File: config.mk
export PLATFORM = sky130hd
export DESIGN_NAME = ddr2_axi_arb
export DESIGN_NICKNAME = d
export VERILOG_FILES = /design/src/rtl/ddr2_pkg.sv /design/src/rtl/ddr2_axi_arb_burst_len_chk.sv /design/src/rtl/ddr2_axi_arb.sv
export SDC_FILE = /design/constraint.sdc
export NUM_CORES = 1
export LEC_CHECK = 0
export BUFFER_PORTS_ARGS = -buffer_cell sky130_fd_sc_hd__buf_4
export CORE_AREA = 2 2 115 117
export DETAILED_ROUTE_END_ITERATION = 8
export DIE_AREA = 0 0 117 119
export PLACE_DENSITY = 0.48
export REMOVE_ABC_BUFFERS = 1
export SETUP_SLACK_MARGIN = 0.05
export SYNTH_ARGS = -nofsm -noshare
export SYNTH_HDL_FRONTEND = slang
export SYNTH_SLANG_ARGS = --single-unit
File: constraint.sdc
create_clock -name clk -period 5.05 [get_ports clk]
set_input_delay 0.505 -clock clk [delete_from_list [all_inputs] [get_ports clk]]
set_output_delay 0.505 -clock clk [all_outputs]
set_load 0.02 [all_outputs]
File: src/rtl/ddr2_pkg.sv
// Shared DDR2 definitions: geometry-derived default widths, arbiter state
// encoding and round-robin grant encoding.
package ddr2_pkg;

    localparam int BA_BITS  = 3;
    localparam int ROW_BITS = 13;
    localparam int COL_BITS = 10;
    localparam int DQ_BITS  = 16;

    localparam int DEF_ADDR_WIDTH = ROW_BITS + COL_BITS + BA_BITS;
    // The controller moves two DQ words per user-clock beat.
    localparam int DEF_DATA_WIDTH = DQ_BITS * 2;

    typedef enum logic [2:0] {
        IDLE,
        WR_A,
        WR_D,
        WR_B,
        RD_A,
        RD_D
    } arb_state_t;

    typedef enum logic {
        GNT_WR = 1'b0,
        GNT_RD = 1'b1
    } gnt_t;

endpackage

File: src/rtl/ddr2_axi_arb_burst_len_chk.sv
// Beat counter shared by the W and R data phases; pulses err when last and
// the programmed length disagree.
module burst_len_chk (
    input  logic       clk,
    input  logic       rst_n,
    input  logic [7:0] len_q,
    input  logic       beat,
    input  logic       last,
    input  logic       clear,
    output logic [7:0] beat_cnt,
    output logic       err
);

    logic [7:0] beat_cnt_q;
    logic [7:0] beat_cnt_d;

    always_comb begin
        beat_cnt_d = beat_cnt_q;
        if (clear) begin
            beat_cnt_d = 8'd0;
        end else if (beat) begin
            // Wraps modulo 256, so a runaway burst keeps hitting len_q.
            beat_cnt_d = beat_cnt_q + 8'd1;
        end
    end

    // NOTE: sequential state uses non-blocking assignments so every flop
    // samples the pre-edge values regardless of block ordering.
    always_ff @(posedge clk or negedge rst_n) begin
        if (!rst_n) begin
            beat_cnt_q <= 8'd0;
        end else begin
            beat_cnt_q <= beat_cnt_d;
        end
    end

    assign beat_cnt = beat_cnt_q;
    assign err      = beat && (last ? (beat_cnt_q != len_q) : (beat_cnt_q == len_q));

endmodule

File: src/rtl/ddr2_axi_arb.sv
// Round-robin scheduler sharing one ddr2_ctrl AXI slave port between a write
// requester and a read requester, one burst in flight at a time.
module ddr2_axi_arb
    import ddr2_pkg::*;
#(
    parameter int ADDR_WIDTH = DEF_ADDR_WIDTH,
    parameter int DATA_WIDTH = DEF_DATA_WIDTH
) (
    input  logic                  clk,
    input  logic                  rst_n,
    input  logic                  init_end,

    input  logic                  s_axi_awvalid,
    output logic                  s_axi_awready,
    input  logic [ADDR_WIDTH-1:0] s_axi_awaddr,
    input  logic [7:0]            s_axi_awlen,
    input  logic                  s_axi_wvalid,
    output logic                  s_axi_wready,
    input  logic                  s_axi_wlast,
    input  logic [DATA_WIDTH-1:0] s_axi_wdata,
    output logic                  s_axi_bvalid,
    input  logic                  s_axi_bready,
    input  logic                  s_axi_arvalid,
    output logic                  s_axi_arready,
    input  logic [ADDR_WIDTH-1:0] s_axi_araddr,
    input  logic [7:0]            s_axi_arlen,
    output logic                  s_axi_rvalid,
    input  logic                  s_axi_rready,
    output logic                  s_axi_rlast,
    output logic [DATA_WIDTH-1:0] s_axi_rdata,

    output logic                  m_axi_awvalid,
    input  logic                  m_axi_awready,
    output logic [ADDR_WIDTH-1:0] m_axi_awaddr,
    output logic [7:0]            m_axi_awlen,
    output logic                  m_axi_wvalid,
    input  logic                  m_axi_wready,
    output logic                  m_axi_wlast,
    output logic [DATA_WIDTH-1:0] m_axi_wdata,
    input  logic                  m_axi_bvalid,
    output logic                  m_axi_bready,
    output logic                  m_axi_arvalid,
    input  logic                  m_axi_arready,
    output logic [ADDR_WIDTH-1:0] m_axi_araddr,
    output logic [7:0]            m_axi_arlen,
    input  logic                  m_axi_rvalid,
    output logic                  m_axi_rready,
    input  logic                  m_axi_rlast,
    input  logic [DATA_WIDTH-1:0] m_axi_rdata,

    output logic                  grant_wr,
    output logic                  grant_rd,
    output logic                  len_err,
    input  logic                  err_clr
);

    arb_state_t state_q, state_d;
    gnt_t       last_grant_q, last_grant_d;
    logic [7:0] len_q, len_d;
    logic       len_err_q, len_err_d;

    logic       chk_clear;
    logic       chk_beat;
    logic       chk_last;
    logic       chk_err;
    logic [7:0] beat_cnt;

    assign m_axi_awaddr = s_axi_awaddr;
    assign m_axi_awlen  = s_axi_awlen;
    assign m_axi_wlast  = s_axi_wlast;
    assign m_axi_wdata  = s_axi_wdata;
    assign m_axi_araddr = s_axi_araddr;
    assign m_axi_arlen  = s_axi_arlen;
    assign s_axi_rlast  = m_axi_rlast;
    assign s_axi_rdata  = m_axi_rdata;

    // NOTE: every output of this block gets a default first, so no path
    // through the case statement can leave a latch behind.
    always_comb begin
        state_d       = state_q;
        last_grant_d  = last_grant_q;
        len_d         = len_q;
        chk_clear     = 1'b0;
        chk_beat      = 1'b0;
        chk_last      = 1'b0;
        m_axi_awvalid = 1'b0;
        s_axi_awready = 1'b0;
        m_axi_wvalid  = 1'b0;
        s_axi_wready  = 1'b0;
        s_axi_bvalid  = 1'b0;
        m_axi_bready  = 1'b0;
        m_axi_arvalid = 1'b0;
        s_axi_arready = 1'b0;
        s_axi_rvalid  = 1'b0;
        m_axi_rready  = 1'b0;

        case (state_q)
            IDLE: begin
                if (init_end) begin
                    if (s_axi_awvalid && s_axi_arvalid) begin
                        state_d = (last_grant_q == GNT_RD) ? WR_A : RD_A;
                    end else if (s_axi_awvalid) begin
                        state_d = WR_A;
                    end else if (s_axi_arvalid) begin
                        state_d = RD_A;
                    end
                end
            end
            WR_A: begin
                m_axi_awvalid = s_axi_awvalid;
                s_axi_awready = m_axi_awready;
                if (s_axi_awvalid && m_axi_awready) begin
                    len_d     = s_axi_awlen;
                    chk_clear = 1'b1;
                    state_d   = WR_D;
                end
            end
            WR_D: begin
                m_axi_wvalid = s_axi_wvalid;
                s_axi_wready = m_axi_wready;
                chk_beat     = s_axi_wvalid && m_axi_wready;
                chk_last     = s_axi_wlast;
                if (chk_beat && s_axi_wlast) begin
                    state_d = WR_B;
                end
            end
            WR_B: begin
                s_axi_bvalid = m_axi_bvalid;
                m_axi_bready = s_axi_bready;
                if (m_axi_bvalid && s_axi_bready) begin
                    last_grant_d = GNT_WR;
                    state_d      = IDLE;
                end
            end
            RD_A: begin
                m_axi_arvalid = s_axi_arvalid;
                s_axi_arready = m_axi_arready;
                if (s_axi_arvalid && m_axi_arready) begin
                    len_d     = s_axi_arlen;
                    chk_clear = 1'b1;
                    state_d   = RD_D;
                end
            end
            RD_D: begin
                s_axi_rvalid = m_axi_rvalid;
                m_axi_rready = s_axi_rready;
                chk_beat     = m_axi_rvalid && s_axi_rready;
                chk_last     = m_axi_rlast;
                if (chk_beat && m_axi_rlast) begin
                    last_grant_d = GNT_RD;
                    state_d      = IDLE;
                end
            end
            default: state_d = IDLE;
        endcase
    end

    // A fresh error outranks a simultaneous clear.
    always_comb begin
        len_err_d = len_err_q;
        if (err_clr) begin
            len_err_d = 1'b0;
        end
        if (chk_err) begin
            len_err_d = 1'b1;
        end
    end

    always_ff @(posedge clk or negedge rst_n) begin
        if (!rst_n) begin
            state_q      <= IDLE;
            last_grant_q <= GNT_RD;
            len_q        <= 8'd0;
            len_err_q    <= 1'b0;
        end else begin
            state_q      <= state_d;
            last_grant_q <= last_grant_d;
            len_q        <= len_d;
            len_err_q    <= len_err_d;
        end
    end

    burst_len_chk u_len_chk (
        .clk      (clk),
        .rst_n    (rst_n),
        .len_q    (len_q),
        .beat     (chk_beat),
        .last     (chk_last),
        .clear    (chk_clear),
        .beat_cnt (beat_cnt),
        .err      (chk_err)
    );

    assign grant_wr = (state_q == WR_A) || (state_q == WR_D) || (state_q == WR_B);
    assign grant_rd = (state_q == RD_A) || (state_q == RD_D);
    assign len_err  = len_err_q;

endmodule
# [Word-level counts from Yosys, hierarchy flattened]
# Index checks and enable logic that the tools add are counted.
[op_classes] n_mux=37 eq_ne=14 n_reduce_logical=20 n_addsub=1
[ops] cell="two-way mux 8 bit" count=4
[ops] cell="two-way mux 3 bit" count=10
[ops] cell="one-hot mux 3 bit (6 select lines)" count=1
[ops] cell="two-way mux 1 bit" count=17
[ops] cell="one-hot mux 8 bit (2 select lines)" count=1
[ops] cell="!= test 2 bit (second input constant)" count=6
[ops] cell="logical AND 1 bit" count=9
[ops] cell="adder 8 x 1 -> 8 bit (second input constant)" count=1
[ops] cell="equality test 8 bit" count=1
[ops] cell="!= test 8 bit" count=1
[ops] cell="one-hot mux 1 bit (2 select lines)" count=4
[ops] cell="nonzero test 2 bit" count=4
[ops] cell="AND reduction 7 bit" count=1
[ops] cell="equality test 3 x 2 -> 1 bit (second input constant)" count=2
[ops] cell="equality test 3 bit (second input constant)" count=2
[ops] cell="AND reduction 3 bit" count=2
[ops] cell="!= test 4 bit (second input constant)" count=1
[ops] cell="equality test 3 x 1 -> 1 bit (second input constant)" count=1
[ops] cell="zero test 3 bit" count=1
[ops] cell="logical OR 1 bit" count=3
[word_totals] regBits=21 inputBits=148 output_inout_bits=147 wordCells=77

# [Depth between registers and ports, before layout]
[logic_depth] depth_word=5 depth_mapped=6

# [By module]
# A second synthesis with hierarchy kept.
[hier_totals] hier_cells=279 area_unflattened_um2=2441.1
[modules_own_cells] module="ddr2_axi_arb" cells_per_inst=230 area_per_inst_um2=1960.6 seq_area_each_um2=326.6 n_inst=1
[modules_own_cells] module="burst_len_chk" cells_per_inst=49 area_per_inst_um2=480.5 seq_area_each_um2=200.2 n_inst=1

# [Worst setup path before layout]
# OpenSTA, ideal clock, no wires.
[synth_timing] path_kind="register to register" startpoint="register state_q[2]" endpoint="register len_err_q (netlist: len_err)" synth_period_minus_slack_ns=1.612 path_slack_ns=3.438 setup_ns=0.126 arrival_time_ns=1.486 path_stages_with_launch=6 cell_sequence="dfrtp_1 > and3b_2 > a32oi_2 > buf_2 > a211oi_1 > a311o_1"
[synth_via] elab_chain_cells=5
[synth_lines] element="start, declared" line_no="ddr2_axi_arb.sv:57" rtl="arb_state_t state_q, state_d;"
[synth_lines] element="start signal, assigned" line_no="ddr2_axi_arb.sv:176" rtl="state_q <= state_d;"
[synth_lines] element="equality test 3 bit / equality test 3 x 2 -> 1 bit (equally long branches)" line_no="ddr2_axi_arb.sv:97" rtl="case (state_q)"
[synth_lines] element="one-hot mux 1 bit (2 select lines)" line_no="ddr2_axi_arb.sv:97"
[synth_lines] element="two-way mux 1 bit" line_no="ddr2_axi_arb_burst_len_chk.sv:38" rtl="assign err = beat && (last ? (beat_cnt_q != len_q) : (beat_cnt_q == len_q));"
[synth_lines] element="logical AND 1 bit *" line_no="ddr2_axi_arb_burst_len_chk.sv:38"
[synth_lines] element="two-way mux 1 bit / nonzero test 2 bit (equally long branches)"
[synth_lines] element="end signal, assigned" line_no="ddr2_axi_arb.sv:179" rtl="len_err_q <= len_err_d;"
[synth_lines] element="end, declared" line_no="ddr2_axi_arb.sv:60" rtl="logic len_err_q, len_err_d;"
# Every way passes the cells marked *; elsewhere a longest branch is shown, timed or not.
# A chain may end at the register's enable or synchronous reset.

# [Final worst setup path]
[layout_timing] startpoint="register state_q[2]" endpoint="output s_axi_rvalid"
[layout_via] elab_chain_cells=2
[layout_lines] element="equality test 3 bit" line_no="ddr2_axi_arb.sv:97"
[layout_lines] element="two-way mux 1 bit" line_no="ddr2_axi_arb.sv:97"
[layout_lines] element="end, declared" line_no="ddr2_axi_arb.sv:27" rtl="output logic s_axi_rvalid,"
# No other way between the ends.

==> results.txt <==
----------------------------------------------------
[Finish]
  Filler Cell Count ... between 1000 and 1500
  Total Nets Final ... between 300 and 400
  Area of combinational cells with multiple inputs ... roughly 780 sq um
  Layout cell share with drive strength beyond 1 ... 0.3365
  Sequential Area ... ~530 sq um
  Area growth from synthesis to layout ... -11.38%

[Synth]
  Adder and majority gate portion of the synthesized area ... 0.005345
  Mux share of post-synthesis cell area ... 0.03848
  Leading register cell type out of synthesis ... dfrtp_1
  Top cell types by occurrence after synthesis ... 134 x buf_4, 20 x dfrtp_1, 16 x a21oi_1, 14 x nor2_1
  Cell area after synthesis ... 0.002341 sq mm
  Most common cell in the netlist ... buf_4
  Async set-or-reset flop fraction in the synthesized netlist ... 1.000
  Average footprint of a synthesized cell ... approximately 8.3 sq um
  Count of distinct cell types in the synthesized netlist ... 37
  Area share of xor/xnor cells in the synthesized design ... 0.03367
  Share of the synthesized area in compound gates (AO/OA/AOI/OAI) ... 0.1015
  Sequential share of the synthesized area ... 0.2250
  Post-synthesis share of cell area spent on and, or, nand and nor gates ... 0.1513
  Largest family of logic cells by synthesized area ... buffers and inverters
  Library cell occupying the most area in the post-synthesis netlist ... buf_4
  Number of flops mapped to enable cells by yosys ... 0
  Number of standard cells after synthesis ... 283
  Yosys reg bits ... 21
  Cells taking the most area after synthesis ... buf_4 43%, dfrtp_1 21%, mux2i_1 3.8%
  Synth top area share ... 0.4297
  Count of yosys warnings during synthesis ... 0

[Placement]
  Total half-perimeter wirelength after legalization and detailed placement ... 19620 um
  Final GP Congestion ... between 1 and 1.5
  Total of buffers placed on input and output ports ... 62

[Floorplanning]
  Number of rows created at floorplan ... 42
  DIE HEIGHT ... roughly 120 um
  Die area ... approximately 0.014 sq mm
  Chip Width ... 117 um
  Starting density of the core ... 0.1818
  Area of the core region ... 0.01287 sq mm
  Boundary pin count ... 295

[Setup path]
  Data required time of the worst path ... 4.55 ns
  Endpoint kind of the worst setup timing path ... primary output
  WS Path Type ... reg2out
  Startpoint type of the worst setup path ... register
  FF-to-FF path depth ... 4
  Launch instance of the worst register-to-register path ... state_q[1]$_DFFE_PN0P_
  Worst Path Arrival ... about 1.6 ns
  CP max FO ... 17
  Minimum setup slack among reg-to-reg paths ... between 2 and 3 ns
  Endpoint of the worst register-to-register path ... u_len_chk.beat_cnt[6]$_DFFE_PN0P_

[Routing]
  Drt pass-1 iters ... 4
  Routed WL ... 20790 um
  Average vias per placed instance ... 4.481
  Initial DRC Count ... between 150 and 200
  Number of antenna-violating nets in the routed design ... 0
  Total vias in the final route ... ~1700
  DRC viols ... 0
  Wire length per cell ... 54.01 um

[STA]
  Final-layout setup total negative slack ... 0 ns
  Max Clock Freq ... around 470 MHz
  Share of the cycle needed by the critical path after routing ... 0.4248
  Final Critical Period ... between 2 and 2.5 ns
  Final Hold Viols ... 0
  Worst-margin pin slew ... 1.038 ns
  Slew Limit Headroom ... 0.3078
  Final slew viol count ... 0
  Unrepaired setup endpoints after global routing ... false
  Post-route clock skew ... 0.003124 ns
  Final setup violation count ... 0

[Clocking]
  CTS clock-pin slew for the worst setup and hold paths ... 0.06 ns
  CTS hold repair buffers ... 0
  Clock tree sinks ... 21
  Level count of the clock H-tree ... 1
  Longest Clk Path Bufs ... 2
  Clock insertion delay at the later pin of the skew report ... 0.25 ns
  Clock tree from TritonCTS ... built
  Number of setup buffers added after CTS ... 0
  PostCTS Resize Cnt ... 0
  Number of buffers added by the clock tree synthesis step ... 3
  Buffer cell driving the clock tree root ... clkbuf_16

[GRT]
  Global-route congestion overflow total ... 0
  Antenna violations before repair ... 0
  Wire length of the first global-routing pass ... 23820 um
  Aggregate global-route resource usage ... 0.2908
  Via count of the first global-routing pass ... approximately 1600
  Maximum number of pins on one net before global-route repair ... 25

[Hold path]
  Class of the tightest hold or removal check ... in2async

[Power]
  Worst IR Drop VDD ... 0.1247 mV
  Post-layout power ... 0.7633 mW
  Power Dens Cells ... 368.0 mW/mm^2
  Static leakage ... 0.9003 nW

[Outcome]
  Result of the run ... finished, final reports clean

[Job]
  Max-cap violations ... 0

----------------------------------------------------
-- area by class of cell --
type | count | share of cell area
diodes | 1 | 0.001206
clock buffers | 4 | 0.03800
inverters | 1 | 0.001809
multi-input cells | 120 | 0.3745
flip-flops and latches | 21 | 0.2539
well taps | 176 | 0.1062
repair buffers | 62 | 0.2244
-- metrics by stage --
step | hold WS, ns | utilization | cell area [sq um] | worst slack (ns) | std cells
floorplan | 0.2094 | - | 1304 | 3.107 | 142
global placement | 0.4036 | 0.1548 | 1993 | 3.051 | 380
detailed placement | 0.4070 | 0.1548 | 1993 | 3.011 | 380
CTS | 0.1360 | 0.1609 | 2072 | 2.936 | 384
global route | 0.1438 | 0.1609 | 2072 | 2.714 | 384
finish | 0.1283 | 0.1611 | 2074 | 2.905 | 385
-- per-layer routing --
metal / up-vias / GRT usage / wire, um
met3: 49 / 0.4117 / 6334
li1: 661 / - / -
met1: 727 / 0.1285 / 3133
met2: 282 / 0.4610 / 9428
met5: - / 0.1216 / 216
met4: 6 / 0.1824 / 1681
-- worst max-delay path: stages (launching register included) --
cell and delay (ns):
dfrtp_1 0.65, and3b_2 0.33, and2_1 0.23, buf_4 0.17
-- kinds of logic after synthesis --
| family | after synthesis |
|---|---|
| AOI/OAI and AO/OA | 38 |
| buffers and inverters | 142 |
| adders and majority gates | 1 |
| xor gates and xnor gates | 9 |
| DFF | 21 |
| muxes | 9 |
| and+or+nand+nor | 63 |
-- sequential cells by signal, summed over array words and instances (netlist names) --
signal / count
len_err: 1
state_q: 3
u_len_chk.beat_cnt: 8
last_grant_q: 1
len_q: 8
-- power by group --
part,internal [mW],total (mW),leakage [nW],switching [mW]
Clock,0.108,0.166,0.0382,0.0582
Sequential,0.218,0.286,0.262,0.0680
Combinational,0.143,0.311,0.601,0.168
-- layout by cell type, fill, tap and decap left out, drive strengths merged, types with 2 or more instances in the layout --
master and n:
a21oi 16, a22oi 2, a31oi 2, and2 8, and3 5, buf 62
clkbuf 4, dfrtp 20, mux2i 9, nand2 9, nand2b 2, nand3 6
nand4b 2, nor2 14, nor2b 5, nor4 2, o21ai 8, o31ai 2
or3 5, xor2 9
-- how the worst max path moves through the flow --
| stage | slack [ns] | endpoint | startpoint |
|---|---|---|---|
| after CTS | 2.94 | s_axi_rvalid | state_q[2]$_DFFE_PN0P_ |
| after detailed placement | 3.01 | u_len_chk.beat_cnt[6]$_DFFE_PN0P_ | state_q[1]$_DFFE_PN0P_ |
| final | 2.90 | s_axi_rvalid | state_q[2]$_DFFE_PN0P_ |
| after floorplan | 3.11 | len_q[0]$_DFFE_PN0P_ | state_q[2]$_DFFE_PN0P_ |
| after global routing | 2.71 | len_q[1]$_DFFE_PN0P_ | state_q[2]$_DFFE_PN0P_ |
| after global placement | 3.05 | u_len_chk.beat_cnt[6]$_DFFE_PN0P_ | state_q[1]$_DFFE_PN0P_ |
No activity file was read; power rests on OpenSTA's default activity.
